`src/rtl/bcnn_filter_scheduler.sv`:
```
// bcnn_filter_scheduler
//
// Time-shares one external systolic_chain_3x3 XNOR-popcount datapath across
// NUM_FILTERS binary 3x3 filters. One 9-bit binarised patch is accepted per
// handshake. It is issued once per filter against that filter's stored weights,
// and each returned popcount is thresholded. The NUM_FILTERS result bits are
// packed into one output word for the next BCNN layer.
//
// Optional build macro: BCNN_SCHED_TIMEOUT_EN
//   When defined, a drain watchdog forces the packed result out after
//   TIMEOUT_CYCLES cycles in DRAIN. Bits not yet received stay 0 and err is
//   set. When undefined, DRAIN waits indefinitely.
//
// Ports
//   clk                in   system clock, all logic on posedge
//   reset              in   synchronous active-high reset
//   cfg_we             in   write filter config (honoured only in IDLE)
//   cfg_addr           in   filter index for the config write
//   cfg_weight         in   9 weight bits for filter cfg_addr
//   cfg_thresh         in   popcount threshold for filter cfg_addr
//   patch_valid        in   upstream patch available
//   patch_ready        out  scheduler accepts a patch
//   patch_data         in   binarised 3x3 patch
//   chain_valid_in     out  chain valid_in
//   chain_patch_bits   out  chain patch_bits
//   chain_weight_bits  out  chain weight_bits
//   chain_popcount     in   chain popcount
//   chain_valid_out    in   chain valid_out
//   out_valid          out  packed result valid
//   out_ready          in   downstream accepts the result
//   out_bits           out  bit k = result of filter k
//   busy               out  high in any state other than IDLE
//   err                out  sticky error flag, cleared only by reset
//
// State table
//   state | meaning
//   IDLE  | config writes allowed, waiting for a patch
//   ISSUE | one chain issue per cycle, filter 0..NUM_FILTERS-1
//   DRAIN | all issued, waiting for the remaining chain results
//   OUT   | packed word presented, waiting for out_ready

module bcnn_filter_scheduler #(
  parameter int NUM_FILTERS    = 8,
  parameter int SUM_WIDTH      = 4,
  parameter int FIDX_W         = $clog2(NUM_FILTERS),
  parameter int TIMEOUT_CYCLES = 64
) (
  input  logic                   clk,
  input  logic                   reset,
  input  logic                   cfg_we,
  input  logic [FIDX_W-1:0]      cfg_addr,
  input  logic [8:0]             cfg_weight,
  input  logic [SUM_WIDTH-1:0]   cfg_thresh,
  input  logic                   patch_valid,
  output logic                   patch_ready,
  input  logic [8:0]             patch_data,
  output logic                   chain_valid_in,
  output logic [8:0]             chain_patch_bits,
  output logic [8:0]             chain_weight_bits,
  input  logic [SUM_WIDTH-1:0]   chain_popcount,
  input  logic                   chain_valid_out,
  output logic                   out_valid,
  input  logic                   out_ready,
  output logic [NUM_FILTERS-1:0] out_bits,
  output logic                   busy,
  output logic                   err
);

  typedef enum logic [1:0] {
    IDLE  = 2'd0,
    ISSUE = 2'd1,
    DRAIN = 2'd2,
    OUT   = 2'd3
  } state_t;

  localparam logic [FIDX_W-1:0] LAST_IDX = FIDX_W'(NUM_FILTERS - 1);
  localparam logic [FIDX_W:0]   RX_FULL  = (FIDX_W + 1)'(NUM_FILTERS);

  state_t state;
  state_t state_next;

  logic [8:0]           weight [NUM_FILTERS];
  logic [SUM_WIDTH-1:0] thresh [NUM_FILTERS];

  logic [FIDX_W-1:0] issue_cnt;
  logic [FIDX_W-1:0] issue_nxt;
  // One bit wider than a filter index so that "all received" is representable.
  logic [FIDX_W:0]   rx_cnt;
  logic [FIDX_W-1:0] rx_idx;

  logic accept;
  logic cfg_hit;
  logic cfg_drop;
  logic rx_done;
  logic rx_take;
  logic rx_stray;
  logic rx_bit;
  logic timeout;

  assign issue_nxt = issue_cnt + 1'b1;
  assign rx_idx    = rx_cnt[FIDX_W-1:0];
  assign rx_done   = (rx_cnt == RX_FULL);
  assign accept    = patch_valid && patch_ready;
  assign cfg_hit   = cfg_we && (state == IDLE) && (32'(cfg_addr) < NUM_FILTERS);
  assign cfg_drop  = cfg_we && (state != IDLE);

  // Results are matched to filters purely by arrival order, so only
  // ISSUE/DRAIN with room left can take one. Anything else is a protocol fault.
  assign rx_take  = chain_valid_out && ((state == ISSUE) || (state == DRAIN)) && !rx_done;
  assign rx_stray = chain_valid_out && !rx_take;
  assign rx_bit   = (chain_popcount >= thresh[rx_idx]);

`ifdef BCNN_SCHED_TIMEOUT_EN
  localparam int              WD_W    = $clog2(TIMEOUT_CYCLES + 1);
  localparam logic [WD_W-1:0] WD_LOAD = WD_W'(TIMEOUT_CYCLES - 1);

  logic [WD_W-1:0] wd_cnt;

  // Down-counter reloaded outside DRAIN; terminal count on the
  // TIMEOUT_CYCLES-th DRAIN cycle.
  always_ff @(posedge clk) begin
    if (reset) begin
      wd_cnt <= '0;
    end else if (state != DRAIN) begin
      wd_cnt <= WD_LOAD;
    end else if (wd_cnt != '0) begin
      wd_cnt <= wd_cnt - 1'b1;
    end
  end

  assign timeout = (state == DRAIN) && (wd_cnt == '0) && !rx_done;
`else
  assign timeout = 1'b0;
`endif

  always_comb begin
    state_next  = state;
    patch_ready = 1'b0;
    out_valid   = 1'b0;
    busy        = 1'b1;
    unique case (state)
      IDLE: begin
        busy = 1'b0;
        // A config write owns the cycle; reset masks the combinational ready.
        patch_ready = !cfg_we && !reset;
        if (patch_valid && patch_ready) begin
          state_next = ISSUE;
        end
      end
      ISSUE: begin
        if (issue_cnt == LAST_IDX) begin
          state_next = DRAIN;
        end
      end
      DRAIN: begin
        if (rx_done || timeout) begin
          state_next = OUT;
        end
      end
      OUT: begin
        out_valid = 1'b1;
        if (out_ready) begin
          state_next = IDLE;
        end
      end
      default: state_next = IDLE;
    endcase
  end

  always_ff @(posedge clk) begin
    if (reset) begin
      state             <= IDLE;
      chain_valid_in    <= 1'b0;
      chain_patch_bits  <= '0;
      chain_weight_bits <= '0;
      out_bits          <= '0;
      err               <= 1'b0;
      issue_cnt         <= '0;
      rx_cnt            <= '0;
      for (int i = 0; i < NUM_FILTERS; i++) begin
        weight[i] <= '0;
        thresh[i] <= '0;
      end
    end else begin
      state <= state_next;

      if (cfg_hit) begin
        weight[cfg_addr] <= cfg_weight;
        thresh[cfg_addr] <= cfg_thresh;
      end

      if (cfg_drop || rx_stray || timeout) begin
        err <= 1'b1;
      end

      // chain_patch_bits doubles as the latched patch for the whole issue run.
      if (accept) begin
        chain_valid_in    <= 1'b1;
        chain_patch_bits  <= patch_data;
        chain_weight_bits <= weight[0];
        issue_cnt         <= '0;
        rx_cnt            <= '0;
        out_bits          <= '0;
      end else if (state == ISSUE) begin
        if (issue_cnt == LAST_IDX) begin
          chain_valid_in    <= 1'b0;
          chain_weight_bits <= '0;
        end else begin
          issue_cnt         <= issue_nxt;
          chain_weight_bits <= weight[issue_nxt];
        end
      end

      if (rx_take) begin
        out_bits[rx_idx] <= rx_bit;
        rx_cnt           <= rx_cnt + 1'b1;
      end
    end
  end

endmodule

```
`config.mk`:
```
export PLATFORM = sky130hd
export DESIGN_NAME = bcnn_filter_scheduler
export DESIGN_NICKNAME = d
export VERILOG_FILES = /design/src/rtl/bcnn_filter_scheduler.sv
export SDC_FILE = /design/constraint.sdc
export NUM_CORES = 1
export LEC_CHECK = 0
export ABC_AREA = 1
export ABC_CLOCK_PERIOD_IN_PS = 3000
export CAP_MARGIN = 5
export CORE_AREA = 2 2 95 134
export DETAILED_ROUTE_END_ITERATION = 10
export DIE_AREA = 0 0 97 136
export GPL_ROUTABILITY_DRIVEN = 0
export HOLD_SLACK_MARGIN = 0.03
export PLACE_DENSITY_LB_ADDON = 0.25
export SYNTH_ARGS = -nofsm -noshare
export SYNTH_HDL_FRONTEND = slang
export SYNTH_SLANG_ARGS = --single-unit
```
`constraint.sdc`:
```
create_clock -name clk -period 3 [get_ports clk]
set_clock_uncertainty 0.2 [all_clocks]
set_input_delay 0.45 -clock clk [delete_from_list [all_inputs] [get_ports clk]]
set_output_delay 0.45 -clock clk [all_outputs]
set_load 0.01 [all_outputs]
```
==> flow_summary.rst <==
.. list-table::
   :header-rows: 1

   * - Metric
     - Value
   * - Run status
     - finished, final reports clean
   * - Worst VDD drop
     - ~350 µV
   * - Setup slack at placement
     - between 0.4 and 0.5 ns
   * - Placeable core region
     - around 12000 µm²
   * - Max cap viols
     - 0
   * - Number of buffers inserted during clock tree synthesis
     - 17
   * - Combinational family with the most area after synthesis
     - simple AND/OR/NAND/NOR gates
   * - Setup crit start kind
     - register
   * - Setup repair after global routing missed its margin
     - no
   * - Port Buf Inserts
     - 65
   * - Total DRC errors in the routed layout
     - 0
   * - Syn nets
     - between 800 and 900
   * - Final hold violations
     - 0
   * - Max Root-Sink Buffers
     - 2
   * - Final number of max-transition violations
     - 0
   * - Post-synth cell types
     - 29
   * - Fraction of the mapped netlist area in simple logic gates
     - 0.256
   * - Endpoint of the worst setup timing path
     - patch_ready
   * - Average cell area after synthesis
     - just under 9 µm²
   * - Asr flop ratio synth
     - 0
   * - Post-Synth XOR/XNOR Area
     - 0.00261
   * - Worst Setup End Kind
     - output pin
   * - Minimum setup slack in the final design
     - 0.386 ns
   * - Number of antenna violations at the first check in global routing
     - 0
   * - Switching power share of the total
     - 0.308
   * - Top library cells by usage in the layout, fill and taps aside
     - sky130_fd_sc_hd__nand2_1, sky130_fd_sc_hd__nor2_1, sky130_fd_sc_hd__edfxtp_1
   * - EDFF count, synth
     - between 100 and 150
   * - Warnings from Yosys
     - 0
   * - Global-route usage over all layers
     - 0.241
   * - Number of detailed-route iterations in the first pass
     - 5
   * - Routed via count divided by cell count
     - 5.25
   * - Latest clock arrival within the worst-skew pair
     - between 0.4 and 0.5 ns
   * - Maximum number of pins on one net before global-route repair
     - 39
   * - Root buffer cell
     - sky130_fd_sc_hd__clkbuf_16
   * - Horizontal die dimension
     - 97 µm
   * - Flop2flop setup slack
     - a little over 0.4 ns
   * - Classification of the worst setup path
     - reg2out
   * - Total leakage power
     - 3.43 nW
   * - Number of storage elements in the synthesis netlist
     - 144
   * - Number of placement rows
     - 48
   * - Portion of netlist area occupied by mux cells
     - 0
   * - Number of inserted filler cells in the final layout
     - ~950
   * - Placed wire-length estimate
     - roughly 10 mm
   * - Register-to-Register Path Depth
     - 10
   * - Final worst path period share
     - 0.871
   * - Highest fanout seen on the critical path
     - 5
   * - Fraction of final layout cells sized beyond drive strength 1
     - 0.0766
   * - Grt total ovfl
     - 0
   * - Initial Utilization
     - 0.557
   * - Most common cell after layout, fill and taps aside
     - sky130_fd_sc_hd__nand2_1
   * - Worst setup startpoint
     - state[1]
   * - Final TNS setup
     - 0 ns
   * - Drt wl/cell
     - roughly 15 µm
   * - Leading register cell type out of synthesis
     - sky130_fd_sc_hd__edfxtp_1
   * - Clock network power share
     - 0.356
   * - Number of ports placed on the die boundary
     - 66
   * - Slew Limit Headroom
     - 0.578
   * - Min Hold Slack
     - approximately 0.26 ns
   * - Ant. Diodes
     - 0
   * - First-pass GRT wire length
     - ~25 mm
   * - First DRT Iteration DRCs
     - 434
   * - Via total after detailed routing
     - between 5000 and 6000
   * - CTS tree
     - done
   * - Path category of the worst min-delay check
     - reg2reg
   * - Aggregate routed wire length
     - between 15 and 20 mm
   * - End of the worst register-to-register path
     - out_bits[3]
   * - Arithmetic-cell share of the synthesized area counting full adders, half adders and majority gates
     - 0.0223
   * - TritonCTS sink count
     - about 140
   * - Count of buffers added by post-CTS timing repair for setup
     - 0
   * - Data required time of the worst path
     - between 2 and 2.5 ns
   * - Switching power
     - between 1.5 and 2 mW
   * - Period minus WS final
     - ~2.6 ns
   * - Sequential power share
     - 0.400
   * - Endpoints failing setup
     - 0
   * - Number of buffers inserted for hold repair after clock tree synthesis
     - 0
   * - Vias in the first global route
     - 5267
   * - Clock transition at the registers of the reported paths
     - 0.06 ns
   * - Internal power consumption
     - a little over 4 mW
   * - Maximum level of the CTS H-tree
     - 4
   * - Layout Nets
     - 883
   * - Combinational power share
     - 0.244
   * - Area of the die
     - ~13000 µm²
   * - Pin slew with the least headroom to its limit
     - between 0.6 and 0.7 ns
   * - Instance count of the mapped netlist
     - 769
   * - Residual antenna-violating net count after detailed routing
     - 0
   * - Compound-cell area share of the yosys netlist
     - 0.0609
   * - Part of the Yosys area used for sequential elements
     - 0.584
   * - Peak Freq
     - ~0.38 GHz
   * - Worst Path Arrival
     - 1.96 ns
   * - Layout area overhead
     - 20.6%
   * - Vertical die dimension
     - between 100 and 150 µm
   * - Resize count post-CTS
     - 0
   * - Cell Area, Synth
     - 6720 µm²
   * - Total power per unit cell area
     - around 730 nW/µm²
==> worst min-delay path by stage <==
stage	from	to	slack (ns)	depth (start not counted)
after floorplan	rx_cnt[3]	rx_cnt[3]	0.23	1
after global placement	rx_cnt[3]	rx_cnt[3]	0.25	1
after detailed placement	out_bits[4]	out_bits[4]	0.25	2
after CTS	out_bits[4]	out_bits[4]	0.26	2
after global routing	out_bits[4]	out_bits[4]	0.28	2
final	out_bits[6]	out_bits[6]	0.26	2
==> cells in the mapped netlist, drive strengths merged, types with 2 or more instances <==
master / count / share of area
edfxtp: 104 / 0.46
o211ai: 3 / 0.0034
xor2: 2 / 0.0026
a21oi: 36 / 0.027
o21ai: 36 / 0.027
buf: 24 / 0.021
nand2: 185 / 0.11
nor3: 2 / 0.0015
clkinv: 3 / 0.0017
dfxtp: 40 / 0.12
ha: 12 / 0.022
nor2: 171 / 0.10
inv: 84 / 0.048
clkbuf: 7 / 0.0039
o21a: 2 / 0.0022
nand3: 56 / 0.044
==> sequential cells by signal (all words and copies together), names as in the netlist, named ones only <==
register and flops:
chain_patch_bits 9, chain_valid_in 1, chain_weight_bits 9, err 1, issue_cnt 3, out_bits 8, rx_cnt 4, state 2
thresh 32, weight 72
==> critical path: stages (launching register included) <==
cell and delay (ns):
sky130_fd_sc_hd__dfxtp_1 0.34, sky130_fd_sc_hd__inv_1 0.11, sky130_fd_sc_hd__ha_1 0.30, sky130_fd_sc_hd__inv_1 0.11, sky130_fd_sc_hd__nor3_1 0.13, sky130_fd_sc_hd__clkdlybuf4s50_1 0.56
==> power by group through the flow <==
stage / clock, mW / combinational (mW) / sequential, mW
2_1_floorplan: 0 / 1.00 / 2.41
3_3_place_gp: 0 / 1.37 / 2.41
3_5_place_dp: 0 / 1.42 / 2.41
4_1_cts: 2.12 / 1.45 / 2.37
5_1_grt: 2.21 / 1.63 / 2.39
6_report: 2.11 / 1.45 / 2.37
==> layer usage <==
metal  wire [µm]  track usage  share of wire
met1        5900        0.266           0.39
met4         353       0.0947          0.023
met3         819       0.0571          0.054
met2        8200        0.447           0.54
met5           0            0              0
==> per-stage QoR <==
step	instance area (µm²)	util	instances	total power, mW
detailed placement	7500	0.621	967	3.84
floorplan	6720	-	769	3.42
global route	8100	0.671	999	6.23
global placement	7500	0.621	967	3.77
finish	8100	0.671	999	5.93
CTS	8100	0.671	999	5.94
==> kinds of logic after synthesis <==
kind of cell,count (synthesis)
adder cells (fa/ha/maj),12
XOR/XNOR,2
flip-flops,144
buffers and inverters,118
AO/OA/AOI/OAI,78
AND/OR/NAND/NOR,415
==> layout make-up <==
cell class,count,area (µm²),area share
Inverter,87,332,0.0409
Sequential cell,144,3920,0.484
Clock buffer,27,571,0.0704
Clock inverter,5,35.0,0.00432
Timing Repair Buffer,79,756,0.0933
Multi-Input combinational cell,507,2300,0.284
Tap cell,150,188,0.0232
Note: power is estimated with default switching activity, not from simulation.
